### config.mk
export PLATFORM = sky130hd
export DESIGN_NAME = alarm_ctrl_flat
export DESIGN_NICKNAME = d
export VERILOG_FILES = /design/src/rtl/alarm_ctrl_if.sv /design/src/rtl/alarm_ctrl.sv /design/src/flat_wrapper.sv
export SDC_FILE = /design/constraint.sdc
export NUM_CORES = 1
export LEC_CHECK = 0
export CAP_MARGIN = 10
export CORE_MARGIN = 2
export CORE_UTILIZATION = 48
export CTS_BUF_LIST = sky130_fd_sc_hd__clkbuf_8 sky130_fd_sc_hd__clkbuf_16
export DETAILED_ROUTE_END_ITERATION = 8
export GPL_TIMING_DRIVEN = 0
export PLACE_DENSITY = 0.76
export SYNTH_ARGS = -nofsm -noshare
export SYNTH_HDL_FRONTEND = slang
export SYNTH_SLANG_ARGS = --single-unit
### constraint.sdc
create_clock -name alarm_ctrl_clk -period 1.8 [get_ports alarm_ctrl_clk]
set_input_delay 0.27 -clock alarm_ctrl_clk [delete_from_list [all_inputs] [get_ports alarm_ctrl_clk]]
set_output_delay 0.27 -clock alarm_ctrl_clk [all_outputs]
set_load 0.02 [all_outputs]
### src/rtl/alarm_ctrl_if.sv
// Alarm controller bundle: clock-module time, user controls, and alarm status/display outputs.
// Latency: none (signal grouping only).
// Backpressure: none; every control is a level or single-cycle pulse accepted each cycle.
interface alarm_ctrl_if;
   logic        alarm_ctrl_sec_tick;
   logic [15:0] alarm_ctrl_time;
   logic        alarm_ctrl_set;
   logic        alarm_ctrl_sel;
   logic        alarm_ctrl_inc;
   logic        alarm_ctrl_dec;
   logic        alarm_ctrl_arm;
   logic        alarm_ctrl_snooze;
   logic        alarm_ctrl_stop;
   logic [15:0] alarm_ctrl_alarm_time;
   logic [15:0] alarm_ctrl_disp;
   logic        alarm_ctrl_ring;
   logic [1:0]  alarm_ctrl_state;

   // Master drives time and user controls, observes alarm status.
   modport master (
      output alarm_ctrl_sec_tick, alarm_ctrl_time, alarm_ctrl_set, alarm_ctrl_sel,
             alarm_ctrl_inc, alarm_ctrl_dec, alarm_ctrl_arm, alarm_ctrl_snooze,
             alarm_ctrl_stop,
      input  alarm_ctrl_alarm_time, alarm_ctrl_disp, alarm_ctrl_ring, alarm_ctrl_state
   );

   // Slave is the alarm controller itself.
   modport slave (
      input  alarm_ctrl_sec_tick, alarm_ctrl_time, alarm_ctrl_set, alarm_ctrl_sel,
             alarm_ctrl_inc, alarm_ctrl_dec, alarm_ctrl_arm, alarm_ctrl_snooze,
             alarm_ctrl_stop,
      output alarm_ctrl_alarm_time, alarm_ctrl_disp, alarm_ctrl_ring, alarm_ctrl_state
   );
endinterface

### src/rtl/alarm_ctrl.sv
// Alarm controller: stores the BCD alarm time, compares against clock time, sequences arm/ring/snooze/stop, muxes display.
// Latency: all outputs registered; inputs sampled at edge N are reflected in outputs from edge N.
// Backpressure: none; inc/dec/snooze/stop/sec_tick pulses are consumed in the cycle they are presented.
module alarm_ctrl #(
   parameter int unsigned RING_SEC   = 60,
   parameter int unsigned SNOOZE_SEC = 300
) (
   input  logic         alarm_ctrl_clk,
   input  logic         alarm_ctrl_rst,
   alarm_ctrl_if.slave  bus
);

   typedef enum logic [1:0] {
      ST_IDLE    = 2'b00,
      ST_ARMED   = 2'b01,
      ST_RINGING = 2'b10,
      ST_SNOOZE  = 2'b11
   } state_t;

   // Terminal counts: the tick that finds the counter here ends the interval.
   localparam logic [7:0] RING_LAST   = 8'(RING_SEC - 1);
   localparam logic [9:0] SNOOZE_LAST = 10'(SNOOZE_SEC - 1);

   state_t      state_q, state_nxt;
   logic [7:0]  ring_cnt_q, ring_cnt_nxt;
   logic [9:0]  snz_cnt_q, snz_cnt_nxt;
   logic        fired_q, fired_nxt;
   logic        fire;
   logic        match;
   logic [15:0] alarm_q, alarm_nxt;
   logic [15:0] disp_q;
   logic        ring_q;

   // BCD hours +1, 23 wraps to 00.
   function automatic logic [7:0] hour_inc(input logic [7:0] h);
      logic [7:0] r;
      if (h == 8'h23)
         r = 8'h00;
      else if (h[3:0] == 4'd9)
         r = {h[7:4] + 4'd1, 4'd0};
      else
         r = {h[7:4], h[3:0] + 4'd1};
      return r;
   endfunction

   // BCD hours -1, 00 wraps to 23.
   function automatic logic [7:0] hour_dec(input logic [7:0] h);
      logic [7:0] r;
      if (h == 8'h00)
         r = 8'h23;
      else if (h[3:0] == 4'd0)
         r = {h[7:4] - 4'd1, 4'd9};
      else
         r = {h[7:4], h[3:0] - 4'd1};
      return r;
   endfunction

   // BCD minutes +1, 59 wraps to 00.
   function automatic logic [7:0] min_inc(input logic [7:0] m);
      logic [7:0] r;
      if (m[3:0] == 4'd9)
         r = {(m[7:4] == 4'd5) ? 4'd0 : m[7:4] + 4'd1, 4'd0};
      else
         r = {m[7:4], m[3:0] + 4'd1};
      return r;
   endfunction

   // BCD minutes -1, 00 wraps to 59.
   function automatic logic [7:0] min_dec(input logic [7:0] m);
      logic [7:0] r;
      if (m[3:0] == 4'd0)
         r = {(m[7:4] == 4'd0) ? 4'd5 : m[7:4] - 4'd1, 4'd9};
      else
         r = {m[7:4], m[3:0] - 4'd1};
      return r;
   endfunction

   // Alarm-time editing: one field per pulse, no carry, simultaneous inc+dec cancels.
   always_comb begin
      alarm_nxt = alarm_q;
      if (bus.alarm_ctrl_set && (bus.alarm_ctrl_inc != bus.alarm_ctrl_dec)) begin
         if (bus.alarm_ctrl_sel)
            alarm_nxt[15:8] = bus.alarm_ctrl_inc ? hour_inc(alarm_q[15:8]) : hour_dec(alarm_q[15:8]);
         else
            alarm_nxt[7:0]  = bus.alarm_ctrl_inc ? min_inc(alarm_q[7:0]) : min_dec(alarm_q[7:0]);
      end
   end

   // Compare uses the stored alarm, so an edit lands on the following compare.
   assign match = (bus.alarm_ctrl_time == alarm_q);

   // State machine next-state and counter updates; arm=0 beats stop beats snooze beats tick.
   always_comb begin
      state_nxt    = state_q;
      ring_cnt_nxt = ring_cnt_q;
      snz_cnt_nxt  = snz_cnt_q;
      fire         = 1'b0;
      case (state_q)
         ST_IDLE: begin
            if (bus.alarm_ctrl_arm && !bus.alarm_ctrl_set)
               state_nxt = ST_ARMED;
         end
         ST_ARMED: begin
            if (!bus.alarm_ctrl_arm) begin
               state_nxt = ST_IDLE;
            end else if (match && !fired_q && !bus.alarm_ctrl_set) begin
               state_nxt    = ST_RINGING;
               ring_cnt_nxt = 8'd0;
               fire         = 1'b1;
            end
         end
         ST_RINGING: begin
            if (!bus.alarm_ctrl_arm) begin
               state_nxt = ST_IDLE;
            end else if (bus.alarm_ctrl_stop) begin
               state_nxt = ST_ARMED;
            end else if (bus.alarm_ctrl_snooze) begin
               state_nxt   = ST_SNOOZE;
               snz_cnt_nxt = 10'd0;
            end else if (bus.alarm_ctrl_sec_tick) begin
               if (ring_cnt_q == RING_LAST)
                  state_nxt = ST_ARMED;
               else
                  ring_cnt_nxt = ring_cnt_q + 8'd1;
            end
         end
         ST_SNOOZE: begin
            if (!bus.alarm_ctrl_arm) begin
               state_nxt = ST_IDLE;
            end else if (bus.alarm_ctrl_stop) begin
               state_nxt = ST_ARMED;
            end else if (bus.alarm_ctrl_sec_tick) begin
               if (snz_cnt_q == SNOOZE_LAST) begin
                  state_nxt    = ST_RINGING;
                  ring_cnt_nxt = 8'd0;
               end else begin
                  snz_cnt_nxt = snz_cnt_q + 10'd1;
               end
            end
         end
         default: state_nxt = ST_IDLE;
      endcase
   end

   // Fired blocks a second trigger until the time leaves the matching minute.
   always_comb begin
      fired_nxt = 1'b0;
      if (match)
         fired_nxt = fired_q | fire;
   end

   // State register with synchronous reset.
   always_ff @(posedge alarm_ctrl_clk) begin
      if (alarm_ctrl_rst)
         state_q <= ST_IDLE;
      else
         state_q <= state_nxt;
   end

   // Counters, fired flag, alarm time and registered outputs.
   always_ff @(posedge alarm_ctrl_clk) begin
      if (alarm_ctrl_rst) begin
         ring_cnt_q <= 8'd0;
         snz_cnt_q  <= 10'd0;
         fired_q    <= 1'b0;
         alarm_q    <= 16'h0000;
         disp_q     <= 16'h0000;
         ring_q     <= 1'b0;
      end else begin
         ring_cnt_q <= ring_cnt_nxt;
         snz_cnt_q  <= snz_cnt_nxt;
         fired_q    <= fired_nxt;
         alarm_q    <= alarm_nxt;
         disp_q     <= bus.alarm_ctrl_set ? alarm_nxt : bus.alarm_ctrl_time;
         ring_q     <= (state_nxt == ST_RINGING);
      end
   end

   assign bus.alarm_ctrl_state      = state_q;
   assign bus.alarm_ctrl_ring       = ring_q;
   assign bus.alarm_ctrl_alarm_time = alarm_q;
   assign bus.alarm_ctrl_disp       = disp_q;

endmodule

### src/flat_wrapper.sv
// flat-port wrapper written by rule: the top's interface ports become plain ports
module alarm_ctrl_flat 
#(
   parameter int unsigned RING_SEC   = 60,
   parameter int unsigned SNOOZE_SEC = 300
)
  (alarm_ctrl_clk, alarm_ctrl_rst, bus_alarm_ctrl_sec_tick, bus_alarm_ctrl_time, bus_alarm_ctrl_set, bus_alarm_ctrl_sel, bus_alarm_ctrl_inc, bus_alarm_ctrl_dec, bus_alarm_ctrl_arm, bus_alarm_ctrl_snooze, bus_alarm_ctrl_stop, bus_alarm_ctrl_alarm_time, bus_alarm_ctrl_disp, bus_alarm_ctrl_ring, bus_alarm_ctrl_state);
  alarm_ctrl_if bus_i ();
  input  logic alarm_ctrl_clk;
  input  logic alarm_ctrl_rst;
  input wire logic [$bits(bus_i.alarm_ctrl_sec_tick)-1:0] bus_alarm_ctrl_sec_tick;
  input wire logic [$bits(bus_i.alarm_ctrl_time)-1:0] bus_alarm_ctrl_time;
  input wire logic [$bits(bus_i.alarm_ctrl_set)-1:0] bus_alarm_ctrl_set;
  input wire logic [$bits(bus_i.alarm_ctrl_sel)-1:0] bus_alarm_ctrl_sel;
  input wire logic [$bits(bus_i.alarm_ctrl_inc)-1:0] bus_alarm_ctrl_inc;
  input wire logic [$bits(bus_i.alarm_ctrl_dec)-1:0] bus_alarm_ctrl_dec;
  input wire logic [$bits(bus_i.alarm_ctrl_arm)-1:0] bus_alarm_ctrl_arm;
  input wire logic [$bits(bus_i.alarm_ctrl_snooze)-1:0] bus_alarm_ctrl_snooze;
  input wire logic [$bits(bus_i.alarm_ctrl_stop)-1:0] bus_alarm_ctrl_stop;
  output wire logic [$bits(bus_i.alarm_ctrl_alarm_time)-1:0] bus_alarm_ctrl_alarm_time;
  output wire logic [$bits(bus_i.alarm_ctrl_disp)-1:0] bus_alarm_ctrl_disp;
  output wire logic [$bits(bus_i.alarm_ctrl_ring)-1:0] bus_alarm_ctrl_ring;
  output wire logic [$bits(bus_i.alarm_ctrl_state)-1:0] bus_alarm_ctrl_state;
  assign bus_i.alarm_ctrl_sec_tick = bus_alarm_ctrl_sec_tick;
  assign bus_i.alarm_ctrl_time = bus_alarm_ctrl_time;
  assign bus_i.alarm_ctrl_set = bus_alarm_ctrl_set;
  assign bus_i.alarm_ctrl_sel = bus_alarm_ctrl_sel;
  assign bus_i.alarm_ctrl_inc = bus_alarm_ctrl_inc;
  assign bus_i.alarm_ctrl_dec = bus_alarm_ctrl_dec;
  assign bus_i.alarm_ctrl_arm = bus_alarm_ctrl_arm;
  assign bus_i.alarm_ctrl_snooze = bus_alarm_ctrl_snooze;
  assign bus_i.alarm_ctrl_stop = bus_alarm_ctrl_stop;
  assign bus_alarm_ctrl_alarm_time = bus_i.alarm_ctrl_alarm_time;
  assign bus_alarm_ctrl_disp = bus_i.alarm_ctrl_disp;
  assign bus_alarm_ctrl_ring = bus_i.alarm_ctrl_ring;
  assign bus_alarm_ctrl_state = bus_i.alarm_ctrl_state;
  alarm_ctrl #(.RING_SEC(RING_SEC), .SNOOZE_SEC(SNOOZE_SEC)) u_core (.alarm_ctrl_clk(alarm_ctrl_clk), .alarm_ctrl_rst(alarm_ctrl_rst), .bus(bus_i));
endmodule
==> metrics.md, run 1 <==
| Metric | Value |
|---|---|
| Status | finished with violations |
| Failing checks | setup timing |
| WHS Endpoint | u_core.bus.alarm_ctrl_state[0]$_SDFF_PP0_ |
| Most frequent cells in the layout | 53 x clkdlybuf4s50_1, 46 x nor2_1, 41 x dfxtp_1 |
| Die height | 87.0 µm |
| Final ANT Viol Nets | 0 |
| # IOs | 61 |
| PortBufs | 58 |
| Pre-antenna DRT Iters | 5 |
| Clock sink total | 54 |
| ANT cells | 0 |
| Clk slew on worst S/H paths | 0.10 ns |
| Worst EP required | 1.97 ns |
| Worst setup margin | -0.163 ns |
| CTS max path bufs | 2 |
| Min-Delay Path Depth | 3 |
| Synth warn | 0 |
| EDFF count, synth | 0 |
| Initial drt markers | 279 |
| Initial core utilization | 0.492 |
| Die area | 7570 µm² |
| Dpl ws | -0.488 ns |
| Slew margin rel. | 0.578 |
| Final Util | 0.700 |
| Dpl hpwl | 6190 µm |
| Setup-failing EPs final | 15 |
| Register area share after synthesis | 0.327 |
| Crit path cell chain | inv_4, ha_4, or3b_4, nor4_4, mux2i_1, o32ai_2, a22oi_2, a211oi_2 |
| Pin count of the biggest net entering global routing | 16 |
| Post-synth ARST share | 0 |
| Commonest register cell after synthesis | dfxtp_1 |
| Fillers | 490 |
| Placeable Area | 6720 µm² |
| Vias in the first global route | 2989 |
| Area growth from synthesis to layout | 42.2% |
| Endpoints failing hold | 0 |
| Synth cell types | 71 |
| Routed wire length | 9860 µm |
| Netlist Area Pre-Place | 3310 µm² |
| Maximum fanout along the worst path | 4 |
| Startpoint Class | flip-flop |
| Worst r2r src | u_core.bus.alarm_ctrl_alarm_time[8]$_SDFF_PP0_ |
| FF+latch count, synth | 54 |
| Synth top area cells | dfxtp_1 33%, nor2_1 5.6%, xnor2_1 5.6% |
| Gr usage total | 0.238 |
| Std-Cell Rows | 30 |
| Mapped Cells | 395 |
| Number of vias per cell | 5.96 |
| TNS Setup | -0.932 ns |
| CTS tree | built |
| Worst-case clock skew | 0.0166 ns |
| Crit-path slowest cell | or3b_4 |
| Smallest hold slack | 0.338 ns |
| Multi-input logic area | 2350 µm² |
| Crit-path max cell delay | 0.42 ns |
| Max Slew Vio Count | 0 |
| Inserted Clock Buffers | 5 |
| Fmax | 0.510 GHz |
| Reg-to-Reg End | u_core.bus.alarm_ctrl_disp[15]$_SDFF_PP0_ |
| Via count | 3370 |
| Drt drc | 0 |
| Fin nets | 518 |
| CP arrival | 2.13 ns |
| Initial antenna violation count | 0 |
| Power per cell area | 569 nW/µm² |
| First-pass GRT wire length | 14300 µm |
| Register Area | 1110 µm² |
| RSZ-0062 raised after global routing | true |
| Worst hold path type | primary input to flip-flop |
| Final period util | 1.09 |
| Drt wl/cell | 17.5 µm |
| Share of layout cells above drive strength 1 | 0.270 |
| Worst slew pin tran | 0.633 ns |
| Top-area cell type share of the netlist area | 0.327 |
| Worst Min Path Start | bus_alarm_ctrl_arm |
| Lkg Pwr | 1.70 nW |
| Die X | 87.0 µm |
| Max-capacitance violation count | 0 |
| RePlAce Congestion | 0.916 |
| Final Critical Period | 1.96 ns |
| Final global-route overflow total | 0 |
| Biggest area consumer among synthesized cells | dfxtp_1 |
| # H-tree levels | 2 |
| Avg Inst Size Synth | 8.38 µm² |
| Mapped Nets | 429 |
| VDD IR max | 0.000370 V |
| Endpoint class of the critical path | flip-flop |
| Most common cell after layout, fill and taps aside | clkdlybuf4s50_1 |
| FF-to-FF path depth | 8 |
| Hold-fix buffers, CTS | 0 |
| CP Class | flip-flop to flip-flop |
| Clk root buf | clkbuf_8 |
| Clock latency on the worst-skew pair | 0.32 ns |
| Reg-to-reg slack, setup | -0.16 ns |
==> sequential cells by signal, summed over array words and instances (netlist names) <==
name,cells
u_core.bus.alarm_ctrl_ring,1
u_core.bus.alarm_ctrl_alarm_time,16
u_core.fired_q,1
u_core.ring_cnt_q,8
u_core.bus.alarm_ctrl_state,2
u_core.snz_cnt_q,10
u_core.bus.alarm_ctrl_disp,16
==> per-stage QoR <==
step	cells	area (µm²)	power, mW
5_1_grt	565	4700	2.78
4_1_cts	553	4330	2.62
2_1_floorplan	395	3340	1.58
6_report	565	4700	2.68
3_3_place_gp	533	4020	1.77
3_5_place_dp	533	4020	1.78
==> kinds of logic after synthesis <==
kind of cell               synth area share
and+or+nand+nor                       0.259
AOI/OAI and AO/OA                     0.225
xor gates and xnor gates             0.0772
DFF                                   0.327
buffers and inverters                0.0598
adders and majority gates            0.0303
muxes                                0.0219
==> synth_stat cells (5+ instances only) <==
| cell | n |
|---|---|
| a211oi_1 | 13 |
| a21oi_1 | 18 |
| a31oi_1 | 5 |
| and3_1 | 6 |
| buf_2 | 10 |
| clkbuf_1 | 6 |
| dfxtp_1 | 54 |
| ha_1 | 8 |
| inv_1 | 17 |
| mux2i_1 | 5 |
| nand2_1 | 24 |
| nand3_1 | 11 |
| nand3b_1 | 6 |
| nand4_1 | 8 |
| nor2_1 | 49 |
| nor3_1 | 18 |
| o21ai_0 | 23 |
| o31ai_1 | 6 |
| xnor2_1 | 21 |
| xor2_1 | 5 |
==> final cells by class <==
class | count | share of cell area
buffer | 23 | 0.0341
clock buffer | 5 | 0.0146
clock inverter | 3 | 0.00798
inverter | 17 | 0.0146
multi-input combinational | 300 | 0.500
sequential | 54 | 0.236
tap | 80 | 0.0213
timing repair buffer | 83 | 0.171
==> worst max path at each step <==
stage	startpoint	end	slack, ns	cells past startpoint
finish	u_core.bus.alarm_ctrl_alarm_time[8]$_SDFF_PP0_	u_core.bus.alarm_ctrl_disp[15]$_SDFF_PP0_	-0.16	8
CTS	u_core.bus.alarm_ctrl_alarm_time[8]$_SDFF_PP0_	u_core.bus.alarm_ctrl_disp[15]$_SDFF_PP0_	-0.16	8
floorplan	u_core.bus.alarm_ctrl_alarm_time[8]$_SDFF_PP0_	u_core.bus.alarm_ctrl_disp[15]$_SDFF_PP0_	-0.05	8
global placement	bus_alarm_ctrl_time[0]	u_core.bus.alarm_ctrl_ring$_SDFF_PP0_	-0.46	7
detailed placement	bus_alarm_ctrl_time[13]	u_core.bus.alarm_ctrl_state[0]$_SDFF_PP0_	-0.49	7
global route	u_core.bus.alarm_ctrl_alarm_time[8]$_SDFF_PP0_	u_core.bus.alarm_ctrl_disp[15]$_SDFF_PP0_	-0.20	8
==> what timing repair did <==
action,in CTS,in global routing
pin swaps,8,15
setup buffers,12,13
setup endpoints to repair,30,42
cloned,1,1
resized for setup,27,64
==> critical path: cells and delay by family, from the launching register on <==
family	cells	cell delay [ns]
simple gates	2	0.58
compound gates	3	0.42
flops	1	0.37
mux	1	0.25
fa+ha+maj	1	0.13
buf+inv	1	0.06
==> power breakdown <==
group          internal (mW)  switching, mW  total (mW)
sequential              1.22         0.0231        1.25
combinational          0.286          0.331       0.617
clock                  0.406          0.405       0.811
total                   1.92          0.759        2.68
==> routing by layer <==
metal / part of all wire / GRT usage
met5: 0 / 0
met4: 0.020 / 0.0952
met3: 0.067 / 0.0370
met2: 0.50 / 0.396
met1: 0.42 / 0.307
(Power assumes the default switching activity.)
==> inputs of run 2 (changes only) <==
--- a/config.mk
+++ b/config.mk
@@ -6,12 +6,14 @@
 export NUM_CORES = 1
 export LEC_CHECK = 0
 export CAP_MARGIN = 10
+export CORE_ASPECT_RATIO = 0.6
 export CORE_MARGIN = 2
 export CORE_UTILIZATION = 48
 export CTS_BUF_LIST = sky130_fd_sc_hd__clkbuf_8 sky130_fd_sc_hd__clkbuf_16
 export DETAILED_ROUTE_END_ITERATION = 8
 export GPL_TIMING_DRIVEN = 0
 export PLACE_DENSITY = 0.76
+export SKIP_CTS_REPAIR_TIMING = 1
 export SYNTH_ARGS = -nofsm -noshare
 export SYNTH_HDL_FRONTEND = slang
 export SYNTH_SLANG_ARGS = --single-unit
==> run 2 against run 1 <==
Against the previous run: the flow still finishes with violations (setup timing); die area up 0.28%; global-route usage increased by 1.6 points; sequential cell count unchanged; clock skew fell by 0.0055 ns; wire length is 6.7% higher; first-iteration DRC count is 6.8% lower; critical endpoint unchanged.
==> metrics.md, run 2 (synthesized netlist as in run 1, its figures left out) <==
| Metric | Value |
|---|---|
| Status | finished with violations |
| Failing checks | setup timing |
| Final Critical Period | 2.05 ns (+0.0853 ns) |
| Min-Delay Path Depth | 3 (unchanged) |
| Final ANT Viol Nets | 0 (unchanged) |
| Die height | 68.3 µm (-22%) |
| # IOs | 61 (unchanged) |
| Worst Min Path Start | bus_alarm_ctrl_time[7] |
| Worst EP required | 1.96 ns (about the same) |
| Pin count of the biggest net entering global routing | 18 (+2) |
| Multi-input logic area | 2350 µm² (-0.27%) |
| Slew margin rel. | 0.544 (-0.0336) |
| Fmax | 0.488 GHz (-4.2%) |
| Max-capacitance violation count | 0 (unchanged) |
| CTS tree | built |
| TNS Setup | -1.64 ns (-0.703 ns) |
| Final global-route overflow total | 0 (unchanged) |
| Dpl hpwl | 6830 µm (+10%) |
| Number of vias per cell | 6.03 (+1.1%) |
| Fillers | 488 (-0.41%) |
| Initial drt markers | 260 (-6.8%) |
| Clock latency on the worst-skew pair | 0.31 ns (about the same) |
| Worst r2r src | u_core.bus.alarm_ctrl_alarm_time[8]$_SDFF_PP0_ |
| Vias in the first global route | 2974 (-0.50%) |
| Final Util | 0.715 (+0.0146) |
| Power Total | 3.01 mW (+12%) |
| Std-Cell Rows | 23 (-23%) |
| Drt drc | 0 (unchanged) |
| Area growth from synthesis to layout | 44.2% |
| Die area | 7590 µm² (+0.28%) |
| Initial antenna violation count | 0 (unchanged) |
| # H-tree levels | 2 (unchanged) |
| Placeable Area | 6680 µm² (-0.63%) |
| Gr usage total | 0.254 (+0.0164) |
| Most common cell after layout, fill and taps aside | clkdlybuf4s50_1 |
| Placed Instances | 540 (+1.3%) |
| Routed wire length | 10500 µm (+6.7%) |
| Maximum fanout along the worst path | 7 (+3) |
| Worst setup margin | -0.248 ns (-0.0853 ns) |
| CP Class | flip-flop to flip-flop |
| Startpoint Class | flip-flop |
| Clk slew on worst S/H paths | 0.08 ns (-0.02 ns) |
| Inserted Clock Buffers | 5 (unchanged) |
| Dpl cell area | 4030 µm² (+0.22%) |
| Post-layout instance area | 4770 µm² (+1.4%) |
| Worst hold path type | primary input to flip-flop |
| Clock sink total | 54 (unchanged) |
| Most frequent cells in the layout | 48 x clkdlybuf4s50_1, 47 x nor2_1, 38 x dfxtp_1 |
| Worst slew pin tran | 0.684 ns (+0.0504 ns) |
| Reg-to-reg slack, setup | -0.25 ns (-0.09 ns) |
| ANT cells | 0 (unchanged) |
| Register Area | 1110 µm² (+0.11%) |
| PortBufs | 58 (unchanged) |
| Drt wl/cell | 18.3 µm (+5.0%) |
| Endpoint class of the critical path | flip-flop |
| VDD IR max | 0.000521 V (+41%) |
| First-pass GRT wire length | 15300 µm (+7.0%) |
| Final period util | 1.14 (+0.0474) |
| Die X | 111 µm (+28%) |
| Endpoints failing hold | 0 (unchanged) |
| Lkg Pwr | 1.77 nW (+4.2%) |
| Share of layout cells above drive strength 1 | 0.277 (+0.00710) |
| Worst-case clock skew | 0.0111 ns (-0.00552 ns) |
| CP arrival | 2.21 ns (+0.08 ns) |
| Max Slew Vio Count | 0 (unchanged) |
| Power per cell area | 630 nW/µm² (+11%) |
| Pre-antenna DRT Iters | 4 (-1) |
| RePlAce Congestion | 0.884 (-3.4%) |
| Final std cells w/o fill | 574 (+1.6%) |
| Reg-to-Reg End | u_core.bus.alarm_ctrl_disp[15]$_SDFF_PP0_ |
| Smallest hold slack | 0.303 ns (-0.0349 ns) |
| Initial core utilization | 0.496 (+0.00314) |
| Via count | 3460 (+2.7%) |
| RSZ-0062 raised after global routing | true |
| FF-to-FF path depth | 8 (unchanged) |
| Dpl ws | -0.493 ns (-0.00506 ns) |
| Fin nets | 520 (+0.39%) |
| WHS Endpoint | u_core.bus.alarm_ctrl_disp[7]$_SDFF_PP0_ |
| Clk root buf | clkbuf_16 |
| Setup-failing EPs final | 17 (+2) |
| CTS max path bufs | 2 (unchanged) |
[run 2: per-layer routing]
layer	vias up	part of all wire	wire (µm)	GRT usage
met5	-	0	0	0
met4	0	0.017	184	0.0756
met3	19	0.080	847	0.0567
met2	168	0.43	4560	0.381
met1	1651	0.47	4930	0.367
li1	1622	-	-	-
[run 2: power breakdown]
group          switching [mW]  internal (mW)
registers              0.0280           1.23
logic                   0.330          0.277
clock network           0.487          0.658
[run 2: cell type report]
type | count | area share
Sequential cell | 54 | 0.233
Multi-Input combinational cell | 300 | 0.492
Clock inverter | 3 | 0.00944
Buffer | 24 | 0.0357
Tap cell | 87 | 0.0228
Inverter | 17 | 0.0134
Clock buffer | 5 | 0.0262
Timing Repair Buffer | 84 | 0.168
[run 2: worst max-delay path, cell delays in order (launching register included)]
cell	delay [ns]
dfxtp_4	0.38
inv_2	0.07
ha_4	0.14
or3b_4	0.41
nor4_4	0.16
mux2i_1	0.31
o32ai_2	0.13
a22oi_2	0.21
a211oi_2	0.09
[run 2: how the worst max path moves through the flow]
stage	start	endpoint	cells after the start
6_report	u_core.bus.alarm_ctrl_alarm_time[8]$_SDFF_PP0_	u_core.bus.alarm_ctrl_disp[15]$_SDFF_PP0_	8
5_1_grt	u_core.bus.alarm_ctrl_alarm_time[9]$_SDFF_PP0_	u_core.bus.alarm_ctrl_disp[15]$_SDFF_PP0_	8
4_1_cts	u_core.bus.alarm_ctrl_alarm_time[9]$_SDFF_PP0_	u_core.bus.alarm_ctrl_disp[15]$_SDFF_PP0_	8
3_5_place_dp	bus_alarm_ctrl_set	u_core.bus.alarm_ctrl_disp[12]$_SDFF_PP0_	5
3_3_place_gp	bus_alarm_ctrl_set	u_core.bus.alarm_ctrl_disp[12]$_SDFF_PP0_	5
2_1_floorplan	u_core.bus.alarm_ctrl_alarm_time[8]$_SDFF_PP0_	u_core.bus.alarm_ctrl_disp[15]$_SDFF_PP0_	8
